**config.mk**
```make
export PLATFORM = sky130hd
export DESIGN_NAME = ram_burst_reader
export DESIGN_NICKNAME = d
export VERILOG_FILES = /design/src/rtl/ram_burst_reader.sv
export SDC_FILE = /design/constraint.sdc
export NUM_CORES = 1
export LEC_CHECK = 0
export ABC_CLOCK_PERIOD_IN_PS = 3900
export CAP_MARGIN = 25
export CORE_MARGIN = 2
export CORE_UTILIZATION = 51
export CTS_CLUSTER_DIAMETER = 60
export DETAILED_ROUTE_END_ITERATION = 8
export MAX_ROUTING_LAYER = met4
export PLACE_DENSITY = 0.85
export SETUP_SLACK_MARGIN = 0.4
export SYNTH_ARGS = -nofsm -noshare
export SYNTH_HDL_FRONTEND = slang
export SYNTH_SLANG_ARGS = --single-unit
export TNS_END_PERCENT = 50
```
**constraint.sdc**
```tcl
create_clock -name clk -period 3.9 [get_ports clk]
set_clock_uncertainty 0.2 [all_clocks]
set_input_delay 0.78 -clock clk [delete_from_list [all_inputs] [get_ports clk]]
set_output_delay 0.78 -clock clk [all_outputs]
set_load 0.02 [all_outputs]
```
**src/rtl/ram_burst_reader.sv**
```systemverilog
// rtl/ram_burst_reader.sv - burst read initiator streaming RAM words through a 2-entry buffer
module ram_burst_reader #(
    parameter int BAND  = 64,
    parameter int DEPTH = 128,
    parameter int AW    = $clog2(DEPTH)
) (
    input  logic            clk,
    input  logic            rst_n,
    input  logic            i_start,
    input  logic [AW-1:0]   i_base_addr,
    input  logic [AW:0]     i_length,
    input  logic            i_abort,
    output logic            o_mem_rd,
    output logic [AW-1:0]   o_mem_addr,
    input  logic [BAND-1:0] i_mem_rdata,
    output logic            o_out_valid,
    input  logic            i_out_ready,
    output logic [BAND-1:0] o_out_data,
    output logic            o_out_last,
    output logic            o_busy,
    output logic            o_done
);
    typedef enum logic [1:0] {S_IDLE, S_READ, S_DRAIN, S_DONE} state_t;

    localparam logic [AW-1:0] LAST_ADDR = AW'(DEPTH - 1);
    localparam logic [AW:0]   ONE       = (AW + 1)'(1);

    state_t          r_state;
    state_t          w_next;
    logic [AW-1:0]   r_addr;
    logic [AW:0]     r_len;
    logic [AW:0]     r_issued;
    logic [AW:0]     r_delivered;
    logic            r_inflight;
    logic [1:0]      r_occ;
    logic [BAND-1:0] r_buf0;
    logic [BAND-1:0] r_buf1;

    logic            w_active;
    logic            w_pop;
    logic            w_push;
    logic            w_room;
    logic            w_issue;
    logic            w_issue_last;
    logic            w_head_last;
    logic [2:0]      w_fill;
    logic [2:0]      w_cap;

    // A word popped this cycle frees a slot, so the issue check counts it as room.
    assign w_active     = (r_state == S_READ) || (r_state == S_DRAIN);
    assign w_pop        = o_out_valid & i_out_ready;
    assign w_fill       = {1'b0, r_occ} + {2'b00, r_inflight};
    assign w_cap        = 3'd2 + {2'b00, w_pop};
    assign w_room       = w_fill < w_cap;
    assign w_issue      = (r_state == S_READ) && !i_abort && (r_issued < r_len) && w_room;
    assign w_issue_last = w_issue && ((r_issued + ONE) == r_len);
    assign w_push       = r_inflight && w_active && !i_abort;
    assign w_head_last  = (r_delivered == (r_len - ONE));

    assign o_out_valid  = (r_occ != 2'd0);
    assign o_out_data   = r_buf0;
    assign o_out_last   = o_out_valid && w_head_last;
    assign o_mem_addr   = r_addr;

    // State register.
    always_ff @(posedge clk or negedge rst_n) begin
        if (!rst_n) begin
            r_state <= S_IDLE;
        end else begin
            r_state <= w_next;
        end
    end

    // Next-state selection; abort wins over progress in the active states.
    always_comb begin
        w_next = r_state;
        case (r_state)
            S_IDLE: begin
                if (i_start) begin
                    w_next = (i_length == '0) ? S_DONE : S_READ;
                end
            end
            S_READ: begin
                if (i_abort) begin
                    w_next = S_DONE;
                end else if (w_issue_last) begin
                    w_next = S_DRAIN;
                end
            end
            S_DRAIN: begin
                if (i_abort) begin
                    w_next = S_DONE;
                end else if (w_pop && w_head_last) begin
                    w_next = S_DONE;
                end
            end
            default: w_next = S_IDLE;
        endcase
    end

    // FSM-driven outputs.
    always_comb begin
        o_mem_rd = 1'b0;
        o_busy   = 1'b0;
        o_done   = 1'b0;
        case (r_state)
            S_READ: begin
                o_mem_rd = w_issue;
                o_busy   = 1'b1;
            end
            S_DRAIN: o_busy = 1'b1;
            S_DONE:  o_done = 1'b1;
            default: ;
        endcase
    end

    // Burst bookkeeping: latch request, advance the wrapping address, count issues and deliveries.
    always_ff @(posedge clk or negedge rst_n) begin
        if (!rst_n) begin
            r_addr      <= '0;
            r_len       <= '0;
            r_issued    <= '0;
            r_delivered <= '0;
            r_inflight  <= 1'b0;
        end else begin
            r_inflight <= w_issue;
            if ((r_state == S_IDLE) && i_start) begin
                r_addr      <= i_base_addr;
                r_len       <= i_length;
                r_issued    <= '0;
                r_delivered <= '0;
            end else begin
                if (w_issue) begin
                    r_addr   <= (r_addr == LAST_ADDR) ? '0 : r_addr + 1'b1;
                    r_issued <= r_issued + ONE;
                end
                if (w_pop) begin
                    r_delivered <= r_delivered + ONE;
                end
            end
        end
    end

    // Two-entry output FIFO: buf0 is the head; abort drops everything including late RAM returns.
    always_ff @(posedge clk or negedge rst_n) begin
        if (!rst_n) begin
            r_occ  <= 2'd0;
            r_buf0 <= '0;
            r_buf1 <= '0;
        end else if (w_active && i_abort) begin
            r_occ <= 2'd0;
        end else begin
            case ({w_push, w_pop})
                2'b10: begin
                    if (r_occ == 2'd0) begin
                        r_buf0 <= i_mem_rdata;
                    end else begin
                        r_buf1 <= i_mem_rdata;
                    end
                    r_occ <= r_occ + 2'd1;
                end
                2'b01: begin
                    r_buf0 <= r_buf1;
                    r_occ  <= r_occ - 2'd1;
                end
                2'b11: begin
                    if (r_occ == 2'd1) begin
                        r_buf0 <= i_mem_rdata;
                    end else begin
                        r_buf0 <= r_buf1;
                        r_buf1 <= i_mem_rdata;
                    end
                end
                default: ;
            endcase
        end
    end

endmodule
```
---- Yosys cells after proc, flatten, opt, wreduce, memory -nomap -nowiden ----
Cells that the tools add are included.
word-level totals
  flip-flop bits (word level) ............. 164
  input bits .............................. 84
cells by class
  reductions and logical operators ........ 25
  add/sub/neg operators ................... 8
  bitwise logic cells ..................... 2
  multiplexer cells ....................... 25
  eq/ne operators ......................... 16
  magnitude comparators ................... 2
operators by type and width
  operator             count
  $mux 64              4
  $pmux 64 s3          1
  $pmux 64 s2          1
  $mux 8               4
  $mux 7               3
  $add 8x1->8 const B  2
  $eq 8x8->1           2
  $mux 2               7
  $logic_and 1x1->1    10
  $eq 2x2->1 const B   4
  $logic_not 8->1      1
  $lt 8x8->1           1
  $ne 2x2->1 const B   4
  $reduce_bool 2->1    4
  $sub 8x1->8 const B  1
  $add 7x1->7 const B  1
  $eq 7x7->1 const B   1
  $eq 2x1->1 const B   3
  $pmux 2 s3           1
  $reduce_and 3->1     2
  $reduce_bool 3->1    2
  $logic_not 2->1      2
  $pmux 2 s2           1
  $reduce_and 4->1     1
  13 further kinds     15

---- Depth between registers and ports, before layout ----
Gate-level depths: netlist of run 1.
  depth after elaboration ................. 9
  gate-level depth with buffers ........... 12
  mapped depth without buffers ............ 10

---- Worst setup path after synthesis of run 1 ----
OpenSTA, ideal clock, no wires.
  path type ............................... input to register
  start point ............................. in i_out_ready
  end point ............................... reg r_buf1[0]
  data required time ...................... 3.575 ns
  stages .................................. 7
  library setup time ...................... 0.125 ns
  slack ................................... 0.794 ns
  data arrival time ....................... 2.782 ns
  cells stage by stage .................... nand2b_1 clkbuf_1 clkinv_1 ha_1 o2111ai_1 clkbuf_1 mux2_2
on the way
  longest elaborated chain between the ends .. 4
  elaborated cells between the ends (all ways) .. 8
  classes of those cells .................. 4 x eq/ne; 1 x mux; 1 x bitwise; 2 x reduce/logical
RTL lines
  what                                                       RTL line  RTL
  from (decl)                                                17        input logic i_out_ready,
  $and 1x1->1 (*)                                            51        assign w_pop = o_out_valid & i_out_ready;
  $eq 2x2->1                                                 153       case ({w_push, w_pop})
  $ne 2x2->1 (no line) or $reduce_bool 2->1 (tied branches)  n/a
  $reduce_and 4->1 (no line)                                 n/a
  to (signal assigned)                                       158       r_buf1 <= i_mem_rdata;
  to (signal assigned)                                       171       r_buf1 <= i_mem_rdata;
  to (decl)                                                  37        logic [BAND-1:0] r_buf1;
Every way passes the cells marked *; elsewhere a longest branch is shown, timed or not.
A chain may end at the register's enable or synchronous reset.

---- Worst setup path in the final report of run 1 ----
  start point ............................. reg r_len[1]
  end point ............................... out o_out_last
on the way
  longest elaborated chain between the ends .. 3
RTL lines
  what                    RTL line  RTL
  from (decl)             31        logic [AW:0] r_len;
  from (signal assigned)  129       r_len <= i_length;
  $sub 8x1->8             58        assign w_head_last = (r_delivered == (r_len - ONE));
  $eq 8x8->1              58
  $logic_and 1x1->1       62        assign o_out_last = o_out_valid && w_head_last;
  to (decl)               19        output logic o_out_last,
No other way between the ends.

==> impl_results.rst, run 1 <==
.. list-table::
   :header-rows: 1

   * - Metric
     - Value
   * - Layout net count
     - ~970
   * - Area of the multi-input gates
     - approximately 3300 um^2
   * - Transition time of the tightest slew-check pin
     - 988 ps
   * - Count of flip-flops with a built-in enable after synthesis
     - 0
   * - Area share of fa/ha/maj cells after synthesis
     - between 3 and 4%
   * - Grt ovf
     - 0
   * - Startpoint type of the worst setup path
     - flop
   * - Maximum frequency from static timing analysis
     - 0.292 GHz
   * - Pre-CTS setup slack
     - 234 ps
   * - Die outline area
     - 15900 um^2
   * - Worst-case vdd ir drop
     - 0.000588 V
   * - Diodes inserted
     - 0
   * - Slew Limit Fails
     - 0
   * - Fraction of registers with async set/reset
     - 100%
   * - Total power per unit cell area
     - 830 nW/um^2
   * - Combinational family with the most area after synthesis
     - compound AO/OA/AOI/OAI gates
   * - Total track usage
     - 24.2%
   * - Post-synth cell types
     - 45
   * - Post-synthesis xor/xnor area fraction
     - 4.26%
   * - Least setup slack across all paths after layout
     - 470 ps
   * - Maximum clock path buffer count
     - 2
   * - Instance area after placement
     - 9480 um^2
   * - Detailed-route wire length
     - 18.4 mm
   * - Length of the first detailed-routing pass in iterations
     - 6
   * - Post-synthesis register bit count
     - 164
   * - Synth cell count leaders
     - dfrtp_1 (164), nor2_1 (93), a21oi_1 (72)
   * - Most instantiated flip-flop cell in the synthesis netlist
     - dfrtp_1
   * - Max FO, Critical Path
     - 5
   * - CTS tree
     - done
   * - Clock H-tree levels
     - 4
   * - Final Hold Vio Count
     - 0
   * - Final worst path period share
     - 88.0%
   * - Synthesized area
     - 7600 um^2
   * - Proportion of layout cells with a drive suffix above 1
     - 14.6%
   * - Footprint of the flip-flops and latches
     - 4110 um^2
   * - Largest cells by area after synthesis
     - dfrtp_1 (54%), mux2_2 (9.8%), a22oi_1 (6.3%), a21oi_1 (4.7%), nor2_1 (4.6%)
   * - Warnings from Yosys
     - 0
   * - Die Width
     - 126 um
   * - Total vias in the final route
     - about 5900
   * - Final Instance Area
     - slightly above 10000 um^2
   * - Setup slack, reg-to-reg
     - 760 ps
   * - Aggregate negative setup slack
     - 0 ps
   * - Area share of the largest cell type after synthesis
     - a little over half
   * - Clock insertion delay at the later pin of the skew report
     - 420 ps
   * - Cts bufs inserted
     - 17
   * - Post-detailed-route wirelength per cell
     - 17.4 um
   * - Port buffer count
     - 159
   * - Cell depth of the worst flop-to-flop path
     - 9
   * - Vias in the first global route
     - 5947
   * - Most common cell in the synthesized netlist
     - dfrtp_1
   * - Average cell area after synthesis
     - 10.8 um^2
   * - Share of cell area taken by muxes after synthesis
     - 10.0%
   * - Type of element capturing the critical path
     - primary output
   * - Number of buffers inserted by hold repair at cts
     - 0
   * - Part of the power in the clock network
     - 19.5%
   * - Floorplan row count
     - 44
   * - Total of endpoints with negative setup slack in the final report
     - 0
   * - Arrival time at the worst endpoint
     - roughly 2500 ps
   * - Top-level I/O count
     - 160
   * - Worst Hold Margin
     - 227 ps
   * - Post-detailed-placement half-perimeter wirelength
     - approximately 12 mm
   * - Dominant cell type by area after synthesis
     - dfrtp_1
   * - Unrepaired setup endpoints after global routing
     - yes
   * - Post-CTS clock slew at the launch and capture registers of the worst setup and hold paths
     - 70 ps
   * - Relative slew margins
     - about a third
   * - Clk sink count
     - around 160
   * - Placeable core region
     - around 15000 um^2
   * - Portion of total power attributed to combinational logic
     - 44.3%
   * - Number of nets still failing antenna checks after routing
     - 0
   * - Reported max-cap violation count
     - 0
   * - Initial cell density of the core
     - a little over half
   * - Filler cell count in the final layout
     - 1098
   * - Clk root buf
     - clkbuf_16
   * - Via density per instance
     - 5.64
   * - Synthesized Nets
     - 813
   * - Power consumption
     - 8.35 mW
   * - Largest net degree at the start of global routing
     - 91
   * - Sequential fraction of design power
     - 36.2%
   * - Crit Reg-Reg Endpoint
     - o_out_data[41]
   * - Number of DRC markers in iteration 0
     - 476
   * - Number of design rule violations left after detail routing
     - 0
   * - Static leakage power
     - 4.39 nW
   * - Power spent charging and discharging nets
     - about 3.3 mW
   * - Cell Int Power
     - between 5 and 6 mW
   * - Die Span Y
     - approximately 130 um
   * - Global placement routability congestion
     - 0.840
   * - Gate count after technology mapping
     - 705
   * - Share of the synthesized area in compound gates (AO/OA/AOI/OAI)
     - between 10% and 20%
   * - Net Sw Frac
     - 38.9%
   * - First-pass GRT wire length
     - 30.1 mm
   * - Clock period minus final worst setup slack
     - 3430 ps
   * - Critical path required time
     - 2920 ps
   * - Synth-to-layout area growth
     - 32.5%
   * - Fraction of the mapped netlist area in simple logic gates
     - 10.4%
   * - Status
     - complete, no violations
   * - Worst Path Class, Setup
     - reg2out
   * - R2R Path Start
     - r_state[0]
   * - Class of the tightest hold or removal check
     - in2async
   * - Register area share after synthesis
     - 54.0%
   * - Number of antenna violations at the first check in global routing
     - 0
## per-layer routing
layer	GRT usage, %	share of wire (%)
met1	31.1	43
met2	39.6	51
met3	5.78	5.5
met4	5.37	0.77
met5	-	0
## metrics by stage
| stage | cells | util (%) |
|---|---|---|
| after floorplan | 705 | - |
| after CTS | 1053 | 69.2 |
| after global routing | 1054 | 69.3 |
| final | 1054 | 69.3 |
| after detailed placement | 1021 | 65.2 |
| after global placement | 1021 | 65.2 |
## power by group through the flow
stage | clock network (mW) | logic [mW] | registers [mW]
2_1_floorplan | 0 | 1.80 | 3.37
3_3_place_gp | 0 | 3.57 | 3.00
3_5_place_dp | 0 | 3.68 | 3.02
4_1_cts | 1.66 | 3.71 | 3.02
5_1_grt | 1.73 | 4.03 | 3.13
6_report | 1.63 | 3.70 | 3.02
## worst max path at each step
stage                     slack (ps)             end         from
final                            470      o_out_last     r_len[1]
after detailed placement         230  o_out_data[38]      i_abort
after CTS                        250      o_out_last     r_len[1]
after global placement           340  o_out_data[40]      i_abort
after floorplan                  790       r_buf1[0]  i_out_ready
after global routing             370      o_out_last     r_len[0]
## critical path, cell delays in order, from the launching register on
cell and delay (ps):
dfrtp_1 400, inv_1 140, ha_1 270, nand4_1 130, xnor2_1 170, or4_1 550, nor3_2 160, clkbuf_2 200
## cells in the final DEF (no fill, tap or decap), types with 8 or more instances in the layout
cell             synthesis  layout
xnor2_1                 18      18
nand4_1                  8       8
inv_1                   19      19
o21ai_0                 24      24
clkdlybuf4s50_1          0     156
nand2_1                 33      32
nor2_1                  93      92
buf_4                    0      10
dfrtp_1                164     162
xor2_1                  19      19
mux2_2                  66      66
a21oi_1                 72      72
a22oi_1                 64      64
ha_1                    24      24
clkbuf_16                0      17
## timing repair
action | in CTS | in global routing
gates resized for setup | 2 | 6
setup buffers | 0 | 0
cloned | 0 | 1
pin swaps | 0 | 1
endpoints found under the setup margin | 2 | 9
## logic make-up (layout without fill, tap and decap cells)
family | count (synthesis) | after routing
AOI/OAI and AO/OA | 175 | 175
and+or+nand+nor | 175 | 176
DFF | 164 | 164
muxes | 68 | 68
buffers and inverters | 62 | 226
xor gates and xnor gates | 37 | 37
adders and majority gates | 24 | 24
## final cells by class
| cell class | instances | area share [%] |
|---|---|---|
| Sequential cell | 164 | 40.8 |
| Inverter | 20 | 0.746 |
| Multi-Input combinational cell | 480 | 32.9 |
| Timing Repair Buffer | 174 | 17.5 |
| Clock inverter | 15 | 1.50 |
| Clock buffer | 17 | 4.23 |
| Tap cell | 184 | 2.29 |
## sequential cells by signal, summed over array words and instances, names as in the netlist
signal	cells
r_delivered	8
r_buf1	64
r_occ	2
r_inflight	1
r_state	2
r_issued	8
o_mem_addr	7
o_out_data	64
r_len	8
Note: power is estimated with default switching activity, not from simulation.
==> inputs of run 2 (changes only) <==
--- a/config.mk
+++ b/config.mk
@@ -6,7 +6,7 @@
 export NUM_CORES = 1
 export LEC_CHECK = 0
 export ABC_CLOCK_PERIOD_IN_PS = 3900
-export CAP_MARGIN = 25
+export CAP_MARGIN = 30
 export CORE_MARGIN = 2
 export CORE_UTILIZATION = 51
 export CTS_CLUSTER_DIAMETER = 60
==> results of run 2 <==
No change in the layout: final DEF, timing and power equal those of run 1.
